`src/rtl/sig_watchdog.sv`:
```
// Rising-edge monitor for the upstream level indicator: counts edges, measures
// the interval between consecutive edges and flags a lost signal after TMAX idle cycles.
module sig_watchdog #(
  parameter int TMAX  = 25010,
  parameter int CBITS = 15,
  parameter int EBITS = 8
) (
  input  logic             clk,
  input  logic             rst,
  input  logic             sig,
  output logic             edge_pulse,
  output logic [CBITS-1:0] period,
  output logic             period_valid,
  output logic [EBITS-1:0] count,
  output logic             timeout
);

  typedef enum logic [1:0] {WAIT, RUN, LOST} state_t;

  state_t           state, state_d;
  logic             sig_q;
  logic [CBITS-1:0] timer;
  logic [CBITS:0]   timer_p1;
  logic [CBITS-1:0] timer_sat;
  logic             edge_det;
  logic             expire;
  logic             timeout_d;

  assign edge_det  = sig & ~sig_q;
  assign timer_p1  = {1'b0, timer} + (CBITS+1)'(1);
  assign timer_sat = (&timer) ? timer : timer_p1[CBITS-1:0];
  assign expire    = timer_p1 >= (CBITS+1)'(TMAX);

  always_ff @(posedge clk) begin
    if (rst) state <= WAIT;
    else     state <= state_d;
  end

  // An edge always wins over a coincident expiry.
  always_comb begin
    state_d = state;
    case (state)
      WAIT, RUN: begin
        if (edge_det)    state_d = RUN;
        else if (expire) state_d = LOST;
      end
      LOST:    if (edge_det) state_d = RUN;
      default: state_d = WAIT;
    endcase
  end

  always_comb begin
    timeout_d = (state_d == LOST);
  end

  always_ff @(posedge clk) begin
    if (rst) begin
      sig_q        <= 1'b0;
      timer        <= '0;
      edge_pulse   <= 1'b0;
      period       <= '0;
      period_valid <= 1'b0;
      count        <= '0;
      timeout      <= 1'b0;
    end else begin
      sig_q      <= sig;
      edge_pulse <= edge_det;
      timeout    <= timeout_d;
      if (edge_det) begin
        count <= count + EBITS'(1);
        timer <= '0;
        // The first edge after reset only starts the measurement.
        if (state != WAIT) begin
          period       <= timer_sat;
          period_valid <= 1'b1;
        end
      end else begin
        timer <= timer_sat;
      end
    end
  end

endmodule

```
`config.mk`:
```
export PLATFORM = sky130hd
export DESIGN_NAME = sig_watchdog
export DESIGN_NICKNAME = d
export VERILOG_FILES = /design/src/rtl/sig_watchdog.sv
export SDC_FILE = /design/constraint.sdc
export NUM_CORES = 1
export LEC_CHECK = 0
export ABC_CLOCK_PERIOD_IN_PS = 2850
export BUFFER_PORTS_ARGS = -buffer_cell sky130_fd_sc_hd__buf_2
export CAP_MARGIN = 40
export CORE_UTILIZATION = 56
export DETAILED_ROUTE_END_ITERATION = 10
export HOLD_SLACK_MARGIN = 0.02
export PLACE_DENSITY = 0.78
export SLEW_MARGIN = 10
export SYNTH_ARGS = -nofsm -noshare
export SYNTH_HDL_FRONTEND = slang
export SYNTH_SLANG_ARGS = --single-unit
```
`constraint.sdc`:
```
create_clock -name clk -period 2.85 [get_ports clk]
set_clock_uncertainty 0.1 [all_clocks]
set_input_delay 0.57 -clock clk [delete_from_list [all_inputs] [get_ports clk]]
set_output_delay 0.57 -clock clk [all_outputs]
set_load 0.02 [all_outputs]
```
# --- Word-level counts from Yosys, hierarchy flattened ---
# Cells that the tools add are included.
totals:
  regBits: 44
  input_bits: 3
  output_inout_bits: 26
  elab_cells: 27
op_classes:
  add_sub_neg: 2
  n_lt_le_gt_ge: 1
  eq_ne: 3
  muxes: 5
  bitwise_logic: 2
  reduce_logical: 6
op_table:
  columns: ["cell", "count"]
  rows:
  - ["15-bit by 1-bit adder with 16-bit output, second input constant", 1]
  - ["16-bit by 15-bit >= comparator with 1-bit output, second input constant", 1]
  - ["15-bit 2-to-1 mux", 1]
  - ["15-bit AND reduction", 1]
  - ["8-bit by 1-bit adder with 8-bit output, second input constant", 1]
  - ["2-bit 2-to-1 mux", 3]
  - ["2-bit equality test, second input constant", 2]
  - ["2-bit case mux with 2 select lines", 1]
  - ["2-bit OR reduction", 2]
  - ["2-bit by 1-bit equality test with 1-bit output, second input constant", 1]
  - ["2-bit zero test", 1]
  - ["2-bit AND reduction", 1]
  - ["2-bit nonzero test", 1]
  - ["1-bit bitwise AND", 1]
  - ["1-bit inverter", 1]

# --- Logic depth before layout (Yosys ltp) ---
logic_depth:
  depth_word: 6
  mapped_depth: 7
  mapped_depth_nobuf: 7

# --- Worst setup path before layout ---
# OpenSTA, ideal clock, no wires.
synth_timing:
  kind: "register to register"
  from: "register timer[0]"
  to: "register state[0]"
  setup_ns: 0.086
  arrival_ns: 1.872
  t_required_ns: 2.664
  setup_slack_ns: 0.792
  stages_incl_launch_ff: 8
  path_buffers: 0
  synth_period_minus_slack_ns: 2.058
  cell_sequence: "dfxtp_1 > ha_1 > xor2_1 > or3b_1 > o221ai_1 > a2bb2oi_1 > or3_1 > a221oi_2"
synth_between:
  elab_chain_len: 5
synth_lines:
  columns: ["element", "line_no", "text"]
  rows:
  - ["start, declared", "22", "logic [CBITS-1:0] timer;"]
  - ["start signal, assigned", "78", "timer <= timer_sat;"]
  - ["15-bit by 1-bit adder with 16-bit output", "30", "assign timer_p1 = {1'b0, timer} + (CBITS+1)'(1);"]
  - ["16-bit by 15-bit >= comparator with 1-bit output", "32", "assign expire = timer_p1 >= (CBITS+1)'(TMAX);"]
  - ["2-bit 2-to-1 mux", "45", "else if (expire) state_d = LOST;"]
  - ["2-bit 2-to-1 mux", "44", "if (edge_det) state_d = RUN;"]
  - ["2-bit case mux with 2 select lines", "42", "case (state)"]
  - ["end signal, assigned", "36", "else state <= state_d;"]
  - ["end, declared", "20", "state_t state, state_d;"]
# No other way between the ends.
# A chain may end at the register's enable or synchronous reset.

# --- Final worst setup path ---
layout_timing:
  from: "register timer[0]"
  to: "register period[0]"
layout_between:
  elab_chain_len: 2
  elab_cells_between_ends: 3
  classes_between: "1 x add/sub; 1 x mux; 1 x reduce/logical"
layout_lines:
  columns: ["element", "line_no", "text"]
  rows:
  - ["15-bit by 1-bit adder with 16-bit output or 15-bit AND reduction (tied branches)", "30, 31", null]
  - ["15-bit 2-to-1 mux (*)", "31", "assign timer_sat = (&timer) ? timer : timer_p1[CBITS-1:0];"]
  - ["end signal, assigned", "74", "period <= timer_sat;"]
  - ["end, declared", "12", "output logic [CBITS-1:0] period,"]
# Every way passes the cells marked *; elsewhere a longest branch is shown, timed or not.

==> flow_summary.toml <==
[placed_design]
gp_congestion = 0.920
port_buffers = 28
place_ws_ns = 0.579
placedCellCount = 286
dpl.hpwl_um = 2770

[synth]
ys_ff_latch = 44
yosysSeqAreaShare_pct = 44.8
netlist_top_cells_area = "dfxtp_1, nor2_1, a211oi_1"
synth-xor-area-share_pct = 6.68
ys_types = 45
synth_mux_area_share_pct = 2.73
yosys.area_share.adder_pct = 1.91
synth_top_family_by_area = "simple AND/OR/NAND/NOR gates"
yosysWarnings = 0
postSynthAreaPerCell_sq_um = 8.91
synth_compound_area_share_pct = 13.6
syn_inst = 221
yosys.area.top_type = "dfxtp_1"
yosys.area_share.simple_pct = 27.6
syn_nets = 227
syn-cell-area_sq_mm = 0.00197
synth_top_area_share_pct = 44.8
yosys_most_used_dff = "dfxtp_1"
ys_async_sr_fraction_pct = 0
synth_edf_count = 0

[global_route]
grt_max_degree = 30
grt_pass1_vias = 1358
overflow = 0
grt_pass1_wl_um = 5840
grt_antenna_before_repair = 0
track_usage_pct = 21.3

[clock_network]
htree_levels = 2
clk_latency_ns = 0.35
cts_buffers = 5
clock_path_buffers = 2
post_cts_resize_count = 0
cts_tree = "built"
clk_pin_slew_ns = 0.13
clockRootBuffer = "clkbuf_4"
cts_setup_buffers = 0
clkSinkCount = 44
hold_buffers = 0

[layout]
final_nets = 253
final_common_cell = "nor2_1"
diodes = 0
fillers = 320
area_growth_pct = 12.5
final_cell_mix = "nor2_1, dfxtp_1, buf_2"
final_cells = 294
drive_gt1_share_pct = 19.0

[detailed_routing]
wirelength_um = 3820
firstDrtPassIters = 4
viasPerCell = 5.47
antenna_left = 0
vias = 1609
drtIter0Drc = 90
wire_per_inst_um = 13.0
drc = 0

[critical_path]
crit_fanout = 8
critPathMaxStageDelay_ns = 0.47
slowest_stage = "dfxtp_1"
crit_chain = "ha_1 > nand3_2 > nor4_4 > nand3_1 > xnor2_1 > mux2i_1 > nor2b_1"
worst-path-buf-inv = 0
crit_path_start_kind = "flop"
cp.arrival_ns = 2.45
crit_path_end_kind = "flop"
cp.required_ns = 2.98
critPathTopFamily = "simple AND/OR/NAND/NOR gates"
path_class = "flop to flop"

[sta]
final_hold_viol_count = 0
drv_slew = 0
timing.fmax_ghz = 0.431
rsz0062_at_grt = "false"
tightest_slew_ns = 0.473
tns_ns = 0
setup-violations-final = 0
min_period_over_period_pct = 81.4
fin_ws_ns = 0.531
fin_crit_ns = 2.32
relSlewSlack_pct = 68.5

[outcome]
status = "completed"

[die]
design.core.area_sq_mm = 0.00336
die-area_sq_mm = 0.00376
io_pins = 29
initial_core_util_pct = 58.5
fp.dieH_um = 61.3
placementRows = 21
die_w_um = 61.3

[power_and_ir_drop]
power_density_mw_per_mm2 = 506
ir_worst_vdd_mv = 0.305
p_leak_nw = 0.915
swShare_pct = 23.7
p_comb_share_pct = 8.6
p_seq_share_pct = 58.0
switching_power_uw = 266
p_int_uw = 855
clkPwrFrac_pct = 33.4

[run]
cap_viol_max_count = 0

[min_path]
worstHoldPathType = "flop to flop"
## routing by layer
| layer | global-route usage, % | share of wire (%) | up-vias |
|---|---|---|---|
| met3 | 5.67 | 3.0 | 7 |
| met4 | 8.12 | 1.3 | 0 |
| met1 | 25.7 | 47 | 750 |
| met5 | 0 | 0 | - |
| li1 | - | - | 829 |
| met2 | 36.3 | 49 | 23 |
## Yosys cell counts, types with 3 or more instances
cell type and n:
nor2_1 50, dfxtp_1 44, a211oi_1 11, nand2_1 11
clkbuf_1 10, xor2_1 8, a21oi_1 7, nand3_1 7
xnor2_1 7, nor2b_1 6, o21ai_0 5, nand4_1 4
and3_1 3, ha_1 3, inv_1 3, or3_1 3
## registers in the layout (all words and copies together) (netlist names)
signal and flops:
sig_q 1, period_valid 1, count 8, period 15, edge_pulse 1, state 2, timeout 1, timer 15
## final timing paths
path / endpoint / startpoint / cells past startpoint / slack, ns
setup / recovery: period[0]$_SDFFE_PP0P_ / timer[0]$_SDFF_PP0_ / 7 / 0.53
hold / removal: edge_pulse$_SDFF_PP0_ / sig_q$_SDFF_PP0_ / 1 / 0.36
hold reg to reg: edge_pulse$_SDFF_PP0_ / sig_q$_SDFF_PP0_ / 1 / 0.36
setup reg to reg: period[0]$_SDFFE_PP0P_ / timer[0]$_SDFF_PP0_ / 7 / 0.53
## through the flow
step	total power [mW]	util, %	hold WS, ns	instance area, sq um
after global placement	0.759	63.6	0.325	2140
after global routing	1.16	65.8	0.368	2210
after CTS	1.13	65.8	0.363	2210
final	1.12	65.8	0.359	2210
after floorplan	0.733	-	0.313	1970
after detailed placement	0.761	63.6	0.354	2140
## worst register-to-register path, cell delays in order (launching register included)
cell,delay (ns)
dfxtp_1,0.47
ha_1,0.25
nand3_2,0.23
nor4_4,0.42
nand3_1,0.26
xnor2_1,0.25
mux2i_1,0.10
nor2b_1,0.13
## cells by family (layout without fill, tap and decap cells)
group / count (synthesis) / after routing
compound gates: 38 / 38
xor+xnor: 15 / 15
fa+ha+maj: 3 / 3
buf+inv: 14 / 41
flops: 44 / 44
mux: 5 / 5
simple gates: 102 / 102
## layout make-up
cell class | instances | area (sq um) | share of cell area (%)
repair buffers | 30 | 155 | 7.01
well taps | 46 | 57.6 | 2.60
clock buffers | 6 | 41.3 | 1.86
inverters | 3 | 11.3 | 0.508
flip-flops and latches | 44 | 881 | 39.8
clock inverters | 2 | 35.0 | 1.58
multi-input cells | 163 | 1030 | 46.7
## power by group through the flow
stage	registers, mW	clock network [mW]	logic, mW
3_3_place_gp	0.663	0	0.0957
5_1_grt	0.654	0.402	0.108
6_report	0.651	0.374	0.0963
2_1_floorplan	0.683	0	0.0507
4_1_cts	0.651	0.384	0.0973
3_5_place_dp	0.664	0	0.0971
(Power assumes the default switching activity.)
